<file path="config.mk">
export PLATFORM = sky130hd
export DESIGN_NAME = sys_mem_if
export DESIGN_NICKNAME = d
export VERILOG_FILES = /design/src/rtl/cvp14_pkg.sv /design/src/rtl/wbuf_fifo.sv /design/src/rtl/sys_mem_if.sv
export SDC_FILE = /design/constraint.sdc
export NUM_CORES = 1
export LEC_CHECK = 0
export BUFFER_PORTS_ARGS = -buffer_cell sky130_fd_sc_hd__buf_4
export CORE_UTILIZATION = 60
export DETAILED_ROUTE_END_ITERATION = 8
export MAX_ROUTING_LAYER = met4
export PLACE_DENSITY = 0.8
export SYNTH_ARGS = -nofsm -noshare
export SYNTH_HDL_FRONTEND = slang
export SYNTH_SLANG_ARGS = --single-unit
</file>
<file path="constraint.sdc">
create_clock -name Clk1 -period 3.5 [get_ports Clk1]
set_input_delay 0.175 -clock Clk1 [delete_from_list [all_inputs] [get_ports Clk1]]
set_output_delay 0.175 -clock Clk1 [all_outputs]
set_load 0.005 [all_outputs]
</file>
<file path="src/rtl/cvp14_pkg.sv">
// -----------------------------------------------------------------------------
// cvp14_pkg
// Shared definitions for the processor-to-memory interface: the default
// posted-write buffer depth and the interface FSM state encoding.
// -----------------------------------------------------------------------------
package cvp14_pkg;

   // Default number of posted-write buffer entries (power of two, >= 2)
   localparam int DEPTH_DEFAULT = 4;

   // Interface controller states
   typedef enum logic [1:0] {
      IDLE  = 2'b00,
      READ  = 2'b01,
      DRAIN = 2'b10
   } mem_state_t;

endpackage

</file>
<file path="src/rtl/wbuf_fifo.sv">
// -----------------------------------------------------------------------------
// wbuf_fifo
// Circular posted-write buffer of {addr, data} entries with an associative
// lookup that returns the data of the newest valid entry matching an address.
//
// Ports
//   i_clk, i_rst_n           : clock, synchronous active-low reset
//   i_push, i_push_addr/data : append an entry at the tail
//   i_pop                    : retire the head entry
//   i_lkp_addr               : address for the newest-match lookup
//   o_full, o_empty          : occupancy flags
//   o_head_addr/data         : oldest entry
//   o_hit, o_hit_data        : lookup result (combinational)
// -----------------------------------------------------------------------------
module wbuf_fifo
   import cvp14_pkg::*;
#(
   parameter int DEPTH = DEPTH_DEFAULT
) (
   input  logic        i_clk,
   input  logic        i_rst_n,
   input  logic        i_push,
   input  logic [15:0] i_push_addr,
   input  logic [15:0] i_push_data,
   input  logic        i_pop,
   input  logic [15:0] i_lkp_addr,
   output logic        o_full,
   output logic        o_empty,
   output logic [15:0] o_head_addr,
   output logic [15:0] o_head_data,
   output logic        o_hit,
   output logic [15:0] o_hit_data
);

   localparam int PW = $clog2(DEPTH);
   localparam int CW = PW + 1;

   logic [15:0]   r_addr [DEPTH];
   logic [15:0]   r_data [DEPTH];
   logic [PW-1:0] r_head;
   logic [PW-1:0] r_tail;
   logic [CW-1:0] r_count;

   // Entry storage: written at the tail on every accepted push
   always_ff @(posedge i_clk) begin
      if (i_rst_n && i_push) begin
         r_addr[r_tail] <= i_push_addr;
         r_data[r_tail] <= i_push_data;
      end
   end

   // Pointers and occupancy; pointers wrap naturally since DEPTH is a power of two
   always_ff @(posedge i_clk) begin
      if (!i_rst_n) begin
         r_head  <= '0;
         r_tail  <= '0;
         r_count <= '0;
      end else begin
         if (i_push) begin
            r_tail <= r_tail + PW'(1);
         end
         if (i_pop) begin
            r_head <= r_head + PW'(1);
         end
         case ({i_push, i_pop})
            2'b10:   r_count <= r_count + CW'(1);
            2'b01:   r_count <= r_count - CW'(1);
            default: r_count <= r_count;
         endcase
      end
   end

   assign o_full      = (r_count == CW'(DEPTH));
   assign o_empty     = (r_count == '0);
   assign o_head_addr = r_addr[r_head];
   assign o_head_data = r_data[r_head];

   // Newest-match lookup: scan oldest to newest so the last hit overrides
   always_comb begin
      o_hit      = 1'b0;
      o_hit_data = 16'h0000;
      for (int i = 0; i < DEPTH; i++) begin
         logic [PW-1:0] idx;
         logic          match;
         idx        = r_head + PW'(i);
         match      = (CW'(i) < r_count) && (r_addr[idx] == i_lkp_addr);
         o_hit      = match ? 1'b1 : o_hit;
         o_hit_data = match ? r_data[idx] : o_hit_data;
      end
   end

endmodule

</file>
<file path="src/rtl/sys_mem_if.sv">
// -----------------------------------------------------------------------------
// sys_mem_if
// Processor-side memory interface with a posted-write buffer. Writes are
// queued and drained to the backing memory in the background; reads are
// served from the buffer on an address hit, otherwise from memory.
//
// Ports
//   Clk1, Reset_n         : clock, synchronous active-low reset
//   Addr, RD, WR, DataOut : processor request
//   DataIn, RdValid       : read response (RdValid is a one-cycle pulse)
//   WrBusy, RdBusy        : write / read rejected this cycle
//   Err                   : sticky protocol error
//   mem_*                 : backing-memory request/response
// -----------------------------------------------------------------------------
module sys_mem_if
   import cvp14_pkg::*;
#(
   parameter int DEPTH = DEPTH_DEFAULT
) (
   input  logic        Clk1,
   input  logic        Reset_n,
   input  logic [15:0] Addr,
   input  logic        RD,
   input  logic        WR,
   input  logic [15:0] DataOut,
   output logic [15:0] DataIn,
   output logic        RdValid,
   output logic        WrBusy,
   output logic        RdBusy,
   output logic        Err,
   output logic [15:0] mem_addr,
   output logic [15:0] mem_wdata,
   output logic        mem_rd,
   output logic        mem_wr,
   input  logic [15:0] mem_rdata,
   input  logic        mem_ready
);

   mem_state_t  r_state,     w_state_nxt;
   logic [15:0] r_data_in,   w_data_in_nxt;
   logic        r_rd_valid,  w_rd_valid_nxt;
   logic        r_err,       w_err_nxt;
   logic [15:0] r_mem_addr,  w_mem_addr_nxt;
   logic [15:0] r_mem_wdata, w_mem_wdata_nxt;
   logic        r_mem_rd,    w_mem_rd_nxt;
   logic        r_mem_wr,    w_mem_wr_nxt;

   logic        w_full, w_empty, w_hit, w_pop, w_wr_acc, w_rd_acc;
   logic [15:0] w_head_addr, w_head_data, w_hit_data;

   // The head retires on the edge its memory write completes; a full buffer
   // can therefore still take a push in that same cycle.
   assign w_pop    = (r_state == DRAIN) && mem_ready;
   assign w_wr_acc = WR && (!w_full || w_pop);
   assign w_rd_acc = RD && !WR && (r_state == IDLE);

   wbuf_fifo #(.DEPTH(DEPTH)) u_wbuf (
      .i_clk       (Clk1),
      .i_rst_n     (Reset_n),
      .i_push      (w_wr_acc),
      .i_push_addr (Addr),
      .i_push_data (DataOut),
      .i_pop       (w_pop),
      .i_lkp_addr  (Addr),
      .o_full      (w_full),
      .o_empty     (w_empty),
      .o_head_addr (w_head_addr),
      .o_head_data (w_head_data),
      .o_hit       (w_hit),
      .o_hit_data  (w_hit_data)
   );

   // Next-state and next-output logic; reads win over a pending drain
   always_comb begin
      w_state_nxt     = r_state;
      w_data_in_nxt   = r_data_in;
      w_rd_valid_nxt  = 1'b0;
      w_mem_addr_nxt  = r_mem_addr;
      w_mem_wdata_nxt = r_mem_wdata;
      w_mem_rd_nxt    = r_mem_rd;
      w_mem_wr_nxt    = r_mem_wr;
      w_err_nxt       = r_err
                        | (WR && !w_wr_acc)
                        | (RD && WR)
                        | (RD && (r_state != IDLE));
      case (r_state)
         IDLE: begin
            if (w_rd_acc) begin
               if (w_hit) begin
                  w_data_in_nxt  = w_hit_data;
                  w_rd_valid_nxt = 1'b1;
               end else begin
                  w_state_nxt    = READ;
                  w_mem_rd_nxt   = 1'b1;
                  w_mem_addr_nxt = Addr;
               end
            end else if (!w_empty) begin
               w_state_nxt     = DRAIN;
               w_mem_wr_nxt    = 1'b1;
               w_mem_addr_nxt  = w_head_addr;
               w_mem_wdata_nxt = w_head_data;
            end else begin
               w_state_nxt = IDLE;
            end
         end
         READ: begin
            if (mem_ready) begin
               w_data_in_nxt  = mem_rdata;
               w_rd_valid_nxt = 1'b1;
               w_mem_rd_nxt   = 1'b0;
               w_state_nxt    = IDLE;
            end else begin
               w_state_nxt = READ;
            end
         end
         DRAIN: begin
            if (mem_ready) begin
               w_mem_wr_nxt = 1'b0;
               w_state_nxt  = IDLE;
            end else begin
               w_state_nxt = DRAIN;
            end
         end
         default: begin
            w_state_nxt  = IDLE;
            w_mem_rd_nxt = 1'b0;
            w_mem_wr_nxt = 1'b0;
         end
      endcase
   end

   // State and registered outputs; reset abandons any outstanding request
   always_ff @(posedge Clk1) begin
      if (!Reset_n) begin
         r_state     <= IDLE;
         r_data_in   <= 16'h0000;
         r_rd_valid  <= 1'b0;
         r_err       <= 1'b0;
         r_mem_addr  <= 16'h0000;
         r_mem_wdata <= 16'h0000;
         r_mem_rd    <= 1'b0;
         r_mem_wr    <= 1'b0;
      end else begin
         r_state     <= w_state_nxt;
         r_data_in   <= w_data_in_nxt;
         r_rd_valid  <= w_rd_valid_nxt;
         r_err       <= w_err_nxt;
         r_mem_addr  <= w_mem_addr_nxt;
         r_mem_wdata <= w_mem_wdata_nxt;
         r_mem_rd    <= w_mem_rd_nxt;
         r_mem_wr    <= w_mem_wr_nxt;
      end
   end

   assign DataIn    = r_data_in;
   assign RdValid   = r_rd_valid;
   assign Err       = r_err;
   assign mem_addr  = r_mem_addr;
   assign mem_wdata = r_mem_wdata;
   assign mem_rd    = r_mem_rd;
   assign mem_wr    = r_mem_wr;
   assign WrBusy    = w_full;
   assign RdBusy    = (r_state != IDLE);

endmodule

</file>
# Yosys cells after proc, flatten, opt, wreduce, memory -nomap -nowiden
# Memory sizes are Yosys's and may differ from the RTL's. A register that Yosys moved wholly into a read port is not among the register bits.
# Index checks and enable logic that the tools add are counted.
classes:
  add_sub_neg: 6
  n_mux: 39
  bitwise: 7
  n_lt_le_gt_ge: 4
  eq_ne: 19
  n_reduce_logical: 26
ops:
  columns: ["op", "count"]
  rows:
  - ["$mux W16", 10]
  - ["$eq A16 B16 Y1", 4]
  - ["$pmux W16 S2", 1]
  - ["$mux W2", 8]
  - ["$mux W1", 15]
  - ["$ne A2 B2 Y1 const B", 7]
  - ["$logic_and A1 B1 Y1", 12]
  - ["$reduce_and A4 Y1", 3]
  - ["$lt A1 B3 Y1 const A", 2]
  - ["$lt A2 B3 Y1 const A", 2]
  - ["$pmux W1 S3", 2]
  - ["$pmux W2 S3", 1]
  - ["$pmux W3 S2", 1]
  - ["$reduce_and A3 Y1", 2]
  - ["$reduce_bool A2 Y1", 3]
  - ["$add A2 B1 Y2 const B", 2]
  - ["$add A2 B2 Y2 const B", 2]
  - ["$eq A2 B1 Y1 const B", 2]
  - ["$eq A2 B2 Y1 const B", 2]
  - ["$ne A2 B1 Y1 const B", 2]
  - ["$not A1 Y1", 4]
  - ["$add A3 B1 Y3 const B", 1]
  - ["$eq A3 B3 Y1 const B", 1]
  - ["$logic_not A1 Y1", 3]
  - ["other kinds (7)", 9]
totals:
  mem_bits_rw: 128
  elab_cells: 114
  register_bits: 61
  input_bits: 53
  mem_count: 2
  out_inout_bits: 54
mem_list:
  columns: ["memory", "depth", "width", "rd", "rd_clocked_by_memory_dff", "write_ports", "line", "text"]
  rows:
  - ["u_wbuf.r_addr", 4, 16, 4, 1, 1, "wbuf_fifo.sv:38", "logic [15:0] r_addr [DEPTH];"]
  - ["u_wbuf.r_data", 4, 16, 4, 1, 1, "wbuf_fifo.sv:39", "logic [15:0] r_data [DEPTH];"]

# Logic depth before layout (Yosys ltp)
# An unclocked memory read counts as a cell.
logic_depth:
  word_depth: 10
  depth_mapped: 16
  mapped_depth_nobuf: 10

# By module
# Synthesis repeated with hierarchy kept, for this count alone.
unflattened:
  hier_cells: 875
  area_unflattened_um2: 11549.8
modules_own_cells:
  columns: ["mod", "cells_per_inst", "area_per_inst_um2", "instances", "seq_area_each_um2"]
  rows:
  - ["wbuf_fifo", 597, 9066.2, 1, 4023.9]
  - ["sys_mem_if", 278, 2483.6, 1, 1081.0]

# Worst setup path after synthesis
# Ideal clock, no wire load.
synth_path:
  kind: "register to register"
  startpoint: "register u_wbuf.r_head[0]"
  endpoint: "register r_data_in[2] (netlist: DataIn[2])"
  path_stages_with_launch: 14
  path_buffers: 4
  t_arrival_ns: 3.056
  setup_slack_ns: 0.326
  required_ns: 3.383
  setup_time_ns: 0.117
  period_less_slack_ns: 3.174
  path_cell_list: "dfxtp_1 buf_6 buf_12 mux4_1 xor2_1 nor3_1 o221ai_1 or4b_2 clkbuf_1 buf_2 nand3_1 nand2_1 a21bo_1 a22o_2"
synth_via:
  elab_chain_cells: 10
  word_cells_on_any_way: 22
  classes_between: "add/sub (3); eq/ne (4); mux (9); reduce/logical (4); memory (2)"
synth_rtl:
  columns: ["element", "line", "text"]
  rows:
  - ["from (decl)", "wbuf_fifo.sv:40", "logic [PW-1:0] r_head;"]
  - ["from (signal assigned)", "wbuf_fifo.sv:63", "r_head <= r_head + PW'(1);"]
  - ["$add A2 B1 Y2", "wbuf_fifo.sv:85", "idx = r_head + PW'(i);"]
  - ["$mem_v2 Z4 W16", null, null]
  - ["$eq A16 B16 Y1", "wbuf_fifo.sv:86", "match = (CW'(i) < r_count) && (r_addr[idx] == i_lkp_addr);"]
  - ["$logic_and A1 B1 Y1", "wbuf_fifo.sv:86", null]
  - ["$mux W16 (3 in series)", "wbuf_fifo.sv:88", "o_hit_data = match ? r_data[idx] : o_hit_data;"]
  - ["$mux W16", "sys_mem_if.sv:89", "if (w_hit) begin"]
  - ["$mux W16", "sys_mem_if.sv:88", "if (w_rd_acc) begin"]
  - ["$pmux W16 S2", "sys_mem_if.sv:86", "case (r_state)"]
  - ["to (signal assigned)", "sys_mem_if.sv:145", "r_data_in <= w_data_in_nxt;"]
  - ["to (decl)", "sys_mem_if.sv:40", "logic [15:0] r_data_in, w_data_in_nxt;"]
# Several ways; a longest one is shown, not always the timed one. The select of a mux whose other input is x is not followed.
# A chain may end at the register's enable or synchronous reset.

# Worst setup path after layout
layout_path:
  startpoint: "register u_wbuf.r_head[0]"
  endpoint: "register r_data_in[7] (netlist: DataIn[7])"
# The elaborated chain is that of the path after synthesis.

==> flow_summary_export.csv <==
group,metric,value,unit
global_routing,grt_overflow,0,
drt,highest_layer,"met4",
cts,cts_tree,"built",
die,die_w,140,µm
pwr,p_clk_share,33.2,%
timing,slew_headroom,37.2,%
timing,grt_setup_unrepaired,"false",
setup_path,crit_arrival,3700,ps
synthesis,yosys_warnings,0,
pwr,p_leak,0.00487,µW
min_path,hold_path_depth,1,
min_path,hp-class,"in2reg",
timing,tightestPinTransition,942,ps
synthesis,synthFlopType,"edfxtp_1",
pwr,p_seq_share,45.4,%
cts,cts.clk_slew.worst_paths,70,ps
drt,wl_per_cell,23.5,µm
timing,fin_tns_setup,0,ps
setup_path,endpoint_kind,"flop",
finish,drive_above_1_share,30.2,%
timing,clock_skew,13.1,ps
min_path,holdCritStartpoint,"Addr[4]",
timing,period_minus_slack,3380,ps
min_path,hold_end,"u_wbuf.r_addr[2][4]$_DFFE_PP_",
die,start_util,61.3,%
cts,cts_root_buf,"clkbuf_16",
setup_path,critical_path_class,"reg2reg",
synthesis,synth.most_common_cell,"edfxtp_1",
drt,wl_met2,14.0,mm
global_routing,grtUsageTotal,31.8,%
cts,cts.sink_count,191,
global_routing,grt_pass1_wl,45.3,mm
place,io_buffers,106,
flow_run,max_cap_viol_count,0,
setup_path,timing.rr.end,"DataIn[7]$_SDFFE_PN0P_",
setup_path,cp-start-kind,"flop",
setup_path,reg2reg_slack,120,ps
synthesis,syn-num-nets,957,
pwr,power.internal,4190,µW
finish,area_growth_syn_to_layout,16.1,%
finish,antenna_cells,0,
place,gp_congestion,0.919,
synthesis,seq_area_frac_synth,44.5,%
die,io_pins,107,
global_routing,grt_max_degree,43,
die,core-area,0.0187,mm²
synthesis,synth_edf_count,128,
synthesis,yosys-top-cells-count,"edfxtp_1 (128), nand2_1 (80), mux4_2 (79)",
synthesis,ys_seq_elements,191,
setup_path,crit_path_max_fanout,16,
global_routing,grt_pass1_vias,7890,
pwr,p_per_area,438,mW/mm²
finish,fillers,1238,
setup_path,rr_startpoint,"u_wbuf.r_head[0]$_SDFFE_PN0P_",
pwr,combPwrFrac,21.3,%
pwr,switching_share,28.1,%
setup_path,slowest_delay,680,ps
global_routing,grt_antenna_before_repair,0,
drt,first_iter_violations,882,
setup_path,slowest_stage,"or4b_2",
synthesis,async_flop_share,0,%
timing,whs,25.7,ps
setup_path,cp_cell_sequence,"buf_4, mux4_2, xor2_1, nor3_2, o221ai_2, or4b_2, buf_12, nand3_1, nand2_1, a21bo_2, a22o_1",
drt,totalWireLength,29.4,mm
timing,min_period_over_period,96.5,%
die,fp-row-count,50,
setup_path,required,3830,ps
pwr,power.switching,1640,µW
finish,nNetsFinal,1065,
die,die_h,140,µm
timing,setup_viol,0,
drt,vias,8421,
drt,wl_met1,12.3,mm
drt,viasPerCell,6.74,
setup_path,r2r_cells,11,
drt,drt_pass1_iterations,5,
synthesis,synth_cells,895,
synthesis,synth_area_leader_cell,"edfxtp_1",
cts,clock_latency,440,ps
status,status,"finished, final reports clean",
synthesis,ys_types,76,
synthesis,syn_avg_cell_area,12.8,µm²
pwr,irDropWorstVdd,342,µV
synthesis,synth_top_area_share,33.5,%
drt,dr_wl_met3,2.67,mm
cts,cts_buffers,17,
timing,finalHoldViolCount,0,
synthesis,synth.area.top_cells,"edfxtp_1 (34%), mux4_2 (16%), dfxtp_1 (11%)",
die,dieArea,0.0197,mm²
drt,drtAntennaViolNets,0,
timing,maxSlewViolCount,0,
timing,fmax,296,MHz
cts,ctsHtreeMaxLevel,4,
synthesis,syn_area,0.0115,mm²
cts,clock_path_buffers,2,
place,post-dp-hpwl,19.6,mm
drt,drcViolationCount,0,
pwr,fin_total_pwr,5830,µW
registers in the layout (all words and copies together), names as in the netlist, named ones only:
name and count:
u_wbuf.r_head 2, mem_wdata 16, u_wbuf.r_addr 64, mem_rd 1, u_wbuf.r_data 64, u_wbuf.r_tail 2
u_wbuf.r_count 3, r_state 2, Err 1, DataIn 16, mem_wr 1, RdValid 1
mem_addr 16
per-layer routing:
| metal | vias to the layer above | track usage, % |
|---|---|---|
| met2 | 518 | 47.9 |
| li1 | 3695 | - |
| met4 | 0 | 9.25 |
| met3 | 50 | 5.03 |
| met1 | 4158 | 45.0 |
| met5 | - | - |
repair_timing:
action / CTS / global route
buffers inserted: 2 / 2
setup endpoints to repair: 16 / 16
hold buffers: 16 / 0
resized for setup: 2 / 7
hold endpoints to repair: 64 / 0
pin swaps: 1 / 1
placed cells by master (no fill, tap or decap), types with 7 or more instances in the layout:
master	n
buf_4	143
edfxtp_1	128
nand2_1	80
mux4_2	79
mux2i_1	74
dfxtp_1	60
xnor2_1	56
nor2_1	46
nand3_1	36
a21oi_1	32
o21ai_0	26
clkbuf_16	17
o31ai_1	16
dlygate4sd3_1	16
a22o_1	14
mux4_1	11
a21bo_1	10
inv_1	9
nor3_1	9
ha_1	9
buf_12	8
and3_1	7
xor2_1	7
cell type report:
class | instances | area, µm² | area share [%]
clock buffers | 19 | 443 | 3.33
clock inverters | 13 | 150 | 1.13
inverters | 11 | 41.3 | 0.310
multi-input cells | 614 | 5870 | 44.1
flip-flops and latches | 191 | 5110 | 38.4
well taps | 234 | 293 | 2.20
repair buffers | 168 | 1410 | 10.5
critical path, delay by kind of cell (launching register included):
family / cells / cell delay [ps]
buffers and inverters: 2 / 420
AOI/OAI and AO/OA: 3 / 600
and+or+nand+nor: 4 / 1090
xor gates and xnor gates: 1 / 170
DFF: 1 / 450
muxes: 1 / 530
power by group through the flow:
| stage | logic (µW) | registers (µW) | clock network (µW) |
|---|---|---|---|
| after CTS | 1230 | 2650 | 1960 |
| after detailed placement | 1210 | 2690 | 0 |
| after global placement | 1180 | 2690 | 0 |
| final | 1240 | 2650 | 1940 |
| after global routing | 1330 | 2660 | 2030 |
| after floorplan | 840 | 2670 | 0 |
kinds of logic (layout without fill, tap and decap cells):
| kind of cell | count (synthesis) | after routing | share of synthesized area [%] |
|---|---|---|---|
| DFF | 191 | 191 | 44.5 |
| AOI/OAI and AO/OA | 144 | 144 | 9.19 |
| buffers and inverters | 90 | 211 | 4.75 |
| and+or+nand+nor | 221 | 221 | 9.32 |
| adders and majority gates | 9 | 9 | 0.982 |
| xor gates and xnor gates | 63 | 63 | 4.81 |
| muxes | 177 | 177 | 26.5 |
worst max path at each step:
stage	start	endpoint	cells after the start
floorplan	u_wbuf.r_head[0]$_SDFFE_PN0P_	DataIn[2]$_SDFFE_PN0P_	13
global placement	u_wbuf.r_head[0]$_SDFFE_PN0P_	DataIn[2]$_SDFFE_PN0P_	10
detailed placement	u_wbuf.r_head[0]$_SDFFE_PN0P_	DataIn[15]$_SDFFE_PN0P_	10
CTS	u_wbuf.r_head[0]$_SDFFE_PN0P_	DataIn[7]$_SDFFE_PN0P_	11
global route	flop	DataIn[5]$_SDFFE_PN0P_	10
finish	u_wbuf.r_head[0]$_SDFFE_PN0P_	DataIn[7]$_SDFFE_PN0P_	11
stage by stage:
step | cell area (µm²) | util [%] | setup WS (ps) | instances
6_report | 13300 | 71.2 | 123 | 1250
5_1_grt | 13300 | 71.2 | 0.242 | 1250
4_1_cts | 13300 | 70.9 | 25.0 | 1248
3_5_place_dp | 12500 | 66.7 | -95.4 | 1198
3_3_place_gp | 12500 | 66.7 | -60.6 | 1198
2_1_floorplan | 11500 | - | 326 | 895
Power figures use the tool's default switching activity.
